==> config.mk <==
export PLATFORM = sky130hd
export DESIGN_NAME = if_axi_rd_bridge
export DESIGN_NICKNAME = d
export VERILOG_FILES = /design/src/rtl/if_axi_rd_bridge_pkg.sv /design/src/rtl/if_rdata_align.sv /design/src/rtl/if_axi_rd_bridge.sv
export SDC_FILE = /design/constraint.sdc
export NUM_CORES = 1
export LEC_CHECK = 0
export CORE_MARGIN = 5
export CORE_UTILIZATION = 34
export DETAILED_ROUTE_END_ITERATION = 10
export PLACE_DENSITY_LB_ADDON = 0.15
export SETUP_SLACK_MARGIN = 0.02
export SLEW_MARGIN = 20
export SYNTH_ARGS = -nofsm -noshare
export SYNTH_HDL_FRONTEND = slang
export SYNTH_HIERARCHICAL = 1
export SYNTH_SLANG_ARGS = --single-unit
==> constraint.sdc <==
create_clock -name clock -period 6.8 [get_ports clock]
set_clock_uncertainty 0.2 [all_clocks]
set_input_delay 0.68 -clock clock [delete_from_list [all_inputs] [get_ports clock]]
set_output_delay 0.68 -clock clock [all_outputs]
set_load 0.05 [all_outputs]
==> src/rtl/if_axi_rd_bridge_pkg.sv <==
// Shared encodings for the instruction-fetch to AXI4 read bridge: FSM states,
// AXI size/burst codes, response codes and core-side fetch sizes.
package if_axi_rd_bridge_pkg;

   typedef enum logic [2:0] {
      S_IDLE  = 3'd0,
      S_AR    = 3'd1,
      S_R     = 3'd2,
      S_DONE  = 3'd3,
      S_DRAIN = 3'd4
   } state_e;

   localparam logic [2:0] AXI_SIZE_1 = 3'b000;
   localparam logic [2:0] AXI_SIZE_2 = 3'b001;
   localparam logic [2:0] AXI_SIZE_4 = 3'b010;
   localparam logic [2:0] AXI_SIZE_8 = 3'b011;

   localparam logic [1:0] AXI_BURST_INCR = 2'b01;

   localparam logic [1:0] RESP_OKAY   = 2'b00;
   localparam logic [1:0] RESP_EXOKAY = 2'b01;
   localparam logic [1:0] RESP_SLVERR = 2'b10;
   localparam logic [1:0] RESP_DECERR = 2'b11;

   localparam logic [1:0] IF_SIZE_B = 2'b00;
   localparam logic [1:0] IF_SIZE_H = 2'b01;
   localparam logic [1:0] IF_SIZE_W = 2'b10;
   localparam logic [1:0] IF_SIZE_D = 2'b11;

   function automatic logic [2:0] axi_size_of(input logic [1:0] if_size);
      case (if_size)
         IF_SIZE_B: axi_size_of = AXI_SIZE_1;
         IF_SIZE_H: axi_size_of = AXI_SIZE_2;
         IF_SIZE_W: axi_size_of = AXI_SIZE_4;
         default:   axi_size_of = AXI_SIZE_8;
      endcase
   endfunction

endpackage

==> src/rtl/if_rdata_align.sv <==
// Right-justifies the addressed lanes of one 64-bit beat, zeroes the unused upper
// bits, and flags accesses whose bytes would run past the 8-byte beat.
module if_rdata_align
   import if_axi_rd_bridge_pkg::*;
(
   input  logic [63:0] i_data,
   input  logic [2:0]  i_offset,
   input  logic [1:0]  i_size,
   output logic [63:0] o_data,
   output logic        o_misalign
);

   logic [63:0] w_shifted;
   logic [3:0]  w_end;

   always_comb begin
      w_shifted = i_data >> {i_offset, 3'b000};
      case (i_size)
         IF_SIZE_B: o_data = {56'd0, w_shifted[7:0]};
         IF_SIZE_H: o_data = {48'd0, w_shifted[15:0]};
         IF_SIZE_W: o_data = {32'd0, w_shifted[31:0]};
         default:   o_data = w_shifted;
      endcase
      // One past the last byte touched; beyond 8 means the access straddles beats.
      w_end      = {1'b0, i_offset} + (4'd1 << i_size);
      o_misalign = (w_end > 4'd8);
   end

endmodule

==> src/rtl/if_axi_rd_bridge.sv <==
// Turns each instruction-fetch request into one single-beat AXI4 read.
// Optional watchdog/drain: define IF_AXI_RD_BRIDGE_TIMEOUT_EN.
module if_axi_rd_bridge
   import if_axi_rd_bridge_pkg::*;
#(
   parameter int AXI_ID = 0,
   parameter int ID_W   = 4
`ifdef IF_AXI_RD_BRIDGE_TIMEOUT_EN
   , parameter int TIMEOUT_CYCLES = 1024
`endif
)(
   input  logic            clock,
   input  logic            reset,
   input  logic            if_valid,
   output logic            if_ready,
   input  logic [63:0]     if_addr,
   input  logic [1:0]      if_size,
   output logic [63:0]     if_data_read,
   output logic [1:0]      if_resp,
   output logic            ar_valid,
   input  logic            ar_ready,
   output logic [63:0]     ar_addr,
   output logic [ID_W-1:0] ar_id,
   output logic [7:0]      ar_len,
   output logic [2:0]      ar_size,
   output logic [1:0]      ar_burst,
   input  logic            r_valid,
   output logic            r_ready,
   input  logic [63:0]     r_data,
   input  logic [1:0]      r_resp,
   input  logic            r_last,
   input  logic [ID_W-1:0] r_id,
   output logic [2:0]      dbg_state
);

   // Handshakes: a transfer happens on a rising clock edge where valid and ready
   // are both high; ar_valid holds with stable payload until accepted, and
   // if_ready is a single-cycle completion strobe while if_valid is held.

   state_e      r_state;
   logic [2:0]  r_addr_lo;
   logic [1:0]  r_size;
   logic [63:0] w_aligned;
   logic        w_misalign;
   logic        w_beat_ok;

`ifdef IF_AXI_RD_BRIDGE_TIMEOUT_EN
   localparam int CNT_W = $clog2(TIMEOUT_CYCLES) + 1;
   logic [CNT_W-1:0] r_cnt;
   logic             r_drain;
   logic             w_timeout;
   assign w_timeout = (r_cnt == CNT_W'(TIMEOUT_CYCLES - 1));
`endif

   assign ar_id     = ID_W'(AXI_ID);
   assign ar_len    = 8'd0;
   assign ar_burst  = AXI_BURST_INCR;
   assign dbg_state = r_state;
   assign w_beat_ok = r_valid && r_last && (r_id == ID_W'(AXI_ID));

   if_rdata_align u_align (
      .i_data     (r_data),
      .i_offset   (r_addr_lo),
      .i_size     (r_size),
      .o_data     (w_aligned),
      .o_misalign (w_misalign)
   );

   always_ff @(posedge clock) begin
      if (reset) begin
         r_state      <= S_IDLE;
         r_addr_lo    <= 3'd0;
         r_size       <= 2'd0;
         if_ready     <= 1'b0;
         if_data_read <= 64'd0;
         if_resp      <= RESP_OKAY;
         ar_valid     <= 1'b0;
         ar_addr      <= 64'd0;
         ar_size      <= 3'd0;
         r_ready      <= 1'b0;
`ifdef IF_AXI_RD_BRIDGE_TIMEOUT_EN
         r_cnt        <= '0;
         r_drain      <= 1'b0;
`endif
      end else begin
         if_ready <= 1'b0;
`ifdef IF_AXI_RD_BRIDGE_TIMEOUT_EN
         if (r_state == S_AR || r_state == S_R) r_cnt <= r_cnt + 1'b1;
`endif
         case (r_state)
            S_IDLE: if (if_valid) begin
               r_addr_lo <= if_addr[2:0];
               r_size    <= if_size;
               ar_addr   <= {if_addr[63:3], 3'b000};
               ar_size   <= axi_size_of(if_size);
               ar_valid  <= 1'b1;
               r_state   <= S_AR;
`ifdef IF_AXI_RD_BRIDGE_TIMEOUT_EN
               r_cnt     <= '0;
`endif
            end
            S_AR: begin
               if (ar_ready) begin
                  ar_valid <= 1'b0;
                  r_ready  <= 1'b1;
                  r_state  <= S_R;
               end
`ifdef IF_AXI_RD_BRIDGE_TIMEOUT_EN
               else if (w_timeout) begin
                  // Abandoning an unaccepted address is a debug-only escape hatch.
                  ar_valid     <= 1'b0;
                  if_data_read <= 64'd0;
                  if_resp      <= RESP_DECERR;
                  if_ready     <= 1'b1;
                  r_state      <= S_DONE;
               end
`endif
            end
            S_R: begin
               if (w_beat_ok) begin
                  r_ready      <= 1'b0;
                  if_data_read <= w_aligned;
                  if_resp      <= w_misalign ? RESP_SLVERR : r_resp;
                  if_ready     <= 1'b1;
                  r_state      <= S_DONE;
               end
`ifdef IF_AXI_RD_BRIDGE_TIMEOUT_EN
               else if (w_timeout) begin
                  r_ready      <= 1'b0;
                  r_drain      <= 1'b1;
                  if_data_read <= 64'd0;
                  if_resp      <= RESP_DECERR;
                  if_ready     <= 1'b1;
                  r_state      <= S_DONE;
               end
`endif
            end
            S_DONE: begin
`ifdef IF_AXI_RD_BRIDGE_TIMEOUT_EN
               // The slave still owes a beat after an R-phase timeout; swallow it.
               r_ready <= r_drain;
               r_drain <= 1'b0;
               r_state <= r_drain ? S_DRAIN : S_IDLE;
`else
               r_state <= S_IDLE;
`endif
            end
`ifdef IF_AXI_RD_BRIDGE_TIMEOUT_EN
            S_DRAIN: if (r_valid && r_last) begin
               r_ready <= 1'b0;
               r_state <= S_IDLE;
            end
`endif
            default: r_state <= S_IDLE;
         endcase
      end
   end

endmodule

==> results.cfg <==
[run_status]
status = finished clean

[worst_setup_path]
critPathMaxFanout = 12
criticalPathCategory = register to register
cp-end-kind = register
reg2reg_depth = 9
crit_required_ns = 6.86
worstSetupStartpointType = register
setup.worst_path.start = r_size[1]
reg2reg_to = if_resp[0]
rrSetupSlack_ns = 3.71
regToRegStartpoint = r_size[1]
crit_arrival_ns = 3.15

[synthesis]
synth-edff-count = 0
synth_cells = 872
synth_area_um2 = 7008
yosys_warnings = 6
avgSynthCellArea_um2 = 8.037
ys_ff_latch = 139
seq_area_frac_synth_pct = 39.71
async_reset_ff_share_pct = 0
synth.distinct_cells = 49
synth_flop_cell = dfxtp_1

[sta]
relSlewSlack_pct = 36.82
setup_viol = 0
slew_violations = 0
fin_crit_ns = 3.088
tns_ns = 0
worst_pin_slew_ns = 0.9467
fmax_mhz = 323.9
finalCritPeriodShare_pct = 45.41
final-hold-violation-count = 0
rsz0062_at_grt = false

[floorplanning]
core_um2 = 20230
io_pins = 295
initial_core_util_pct = 34.63
die_h_um = 153.6
die_x_um = 153.6
rows = 52
die_area_um2 = 23580

[cts]
clockBufferDepth = 2
cts-buffers-inserted = 17
cts_tree = built
htreeDepth = 4
clk_pin_slew_ns = 0.06
cts_root_buf = clkbuf_16
cts_setup_buffers = 0
cts_num_sinks = 139
cts-resized-gates = 0
cts_hold_buffers = 0
clock_latency_ns = 0.41

[min_path]
worst_hold_path.num_cells = 2
min_from = if_data_read[54]
hold_class = register to register
hold_end = if_data_read[54]

[final_layout]
fin_cells = 1385
layout-drive-gt1-share_pct = 8.969
n_antenna_cell = 0
final_nets = 1253
syn_to_final_growth_pct = 46.53

[grt]
grt_max_degree = 78
antenna_found_initial = 3
track_usage_pct = 20.30
grt_pass1_wl_mm = 37.90
grt_pass1_vias = 6579
overflow = 0

[drt]
dr.pass1.iters = 4
vias = 6752
first_iter_violations = 411
wl_per_cell_um = 18.11
drtAntennaViolNets = 0
via_per_inst = 4.875
wl_mm = 25.09
drc = 0

[pwr]
p_leak_nw = 3.621
ir_drop_mv = 0.1757
power.density_nw_per_um2 = 291.5

[place]
dpl.hpwl_mm = 18.06
dp.cells = 1355
gp_congestion = 0.9091
io_buffers = 275

[flow_run]
maxCapViolCount = 0
-- cell usage in the layout, fill, tap and decap left out, drive strengths merged, types with 2 or more instances in the layout --
cell type,instances
and2,9
nand2b,12
nor3,3
inv,18
clkbuf,17
dfxtp,139
buf,8
or2,5
nand3b,5
o22ai,13
conb,19
clkdlybuf4s50,274
clkinv,4
o21ai,3
a21oi,146
o2bb2ai,4
o32ai,3
bufinv,2
nand2,284
a32o,4
clkinvlp,3
nor3b,2
mux2,34
and3,2
mux4,13
a311oi,8
nand3,3
nor2b,7
a211oi,3
mux2i,28
ha,6
nor2,26
-- power by group --
group,switching (mW),total [mW],internal (mW)
combinational,0.712,1.13,0.415
clock,0.377,0.917,0.540
sequential,0.0519,0.950,0.898
-- worst max path at each step --
stage                       to  slack, ns  depth (start not counted)
finish              if_resp[0]       3.71                          9
detailed placement  if_resp[0]       3.75                          8
CTS                 if_resp[0]       3.74                          9
floorplan           if_resp[0]       4.15                         10
global route        if_resp[1]       3.49                          8
global placement    if_resp[0]       3.80                          8
-- synthesized netlist by cell type (2+ instances only) --
| cell | instances | area (µm²) |
|---|---|---|
| nand3_1 | 2 | 10.01 |
| nand2b_1 | 12 | 75.07 |
| conb_1 | 2 | 7.510 |
| nand3b_1 | 5 | 37.54 |
| inv_1 | 13 | 48.80 |
| ha_1 | 6 | 75.07 |
| buf_2 | 20 | 100.1 |
| o22ai_1 | 13 | 81.33 |
| o32ai_1 | 3 | 26.28 |
| and2_1 | 9 | 56.30 |
| nand2_1 | 284 | 1066 |
| dfxtp_1 | 139 | 2783 |
| buf_6 | 8 | 90.09 |
| nor3_1 | 2 | 10.01 |
| mux2_4 | 5 | 75.07 |
| mux2i_1 | 25 | 250.2 |
| o2bb2ai_1 | 4 | 35.03 |
| buf_4 | 23 | 172.7 |
| mux4_2 | 13 | 292.8 |
| nor2_1 | 26 | 97.59 |
| a21oi_1 | 146 | 730.7 |
| a32o_1 | 4 | 40.04 |
| buf_8 | 2 | 30.03 |
| o21ai_0 | 3 | 15.01 |
| mux2i_2 | 3 | 41.29 |
| clkbuf_1 | 30 | 112.6 |
| buf_1 | 2 | 7.510 |
| mux2_2 | 28 | 315.3 |
| or2_2 | 5 | 31.28 |
| nor2b_1 | 7 | 43.79 |
| a211oi_1 | 3 | 22.52 |
| a311oi_1 | 8 | 70.07 |
-- worst max-delay path: stages (launching register included) --
cell and delay, ns:
dfxtp_1 0.44, nor2_1 0.63, ha_1 0.29, inv_1 0.05, fa_1 0.47, nor3b_1 0.16, o21a_1 0.16, nor4_1 0.31
nand3b_1 0.16, a21oi_1 0.07
-- routing by layer --
metal | wire [µm] | vias to the layer above | GRT usage (%)
met1 | 10460 | 3088 | 24.53
met3 | 2597 | 39 | 9.528
li1 | - | 3351 | -
met5 | 46 | - | 0
met2 | 11470 | 268 | 32.55
met4 | 512 | 6 | 5.677
-- logic make-up (layout without fill, tap and decap cells) --
group           count (synthesis)  count (layout)  share of synthesized area (%)
simple gates                  362             362                          21.71
compound gates                187             187                          14.91
flops                         139             139                          39.71
buf+inv                       100             326                          8.142
mux                            75              75                          14.07
fa+ha+maj                       7               7                          1.357
other cells                     2              19                         0.1072
-- layout make-up --
| type | count | area [µm²] |
|---|---|---|
| clock inverter | 13 | 143.9 |
| inverter | 14 | 52.55 |
| tap | 270 | 337.8 |
| timing repair buffer | 282 | 2803 |
| fill | 1986 | 9966 |
| clock buffer | 17 | 425.4 |
| sequential | 139 | 2784 |
| multi-input combinational | 650 | 3722 |
-- sequential cells by signal (all words and copies together), names as in the netlist --
signal / flops
dbg_state: 2
r_size: 2
r_addr_lo: 3
ar_size: 2
if_ready: 1
ar_addr: 61
ar_valid: 1
if_resp: 2
r_ready: 1
if_data_read: 64
-- per-stage QoR --
stage	setup WS, ns	hold WS, ns	utilization, %	cell area (µm²)	power, mW
2_1_floorplan	4.150	0.2351	-	7072	1.748
3_3_place_gp	3.798	0.2406	47.93	9699	2.095
3_5_place_dp	3.746	0.2457	47.93	9699	2.096
4_1_cts	3.736	0.2544	50.75	10270	3.025
5_1_grt	3.494	0.2674	50.75	10270	3.142
6_report	3.712	0.2514	50.75	10270	2.993
Power figures use the tool's default switching activity.
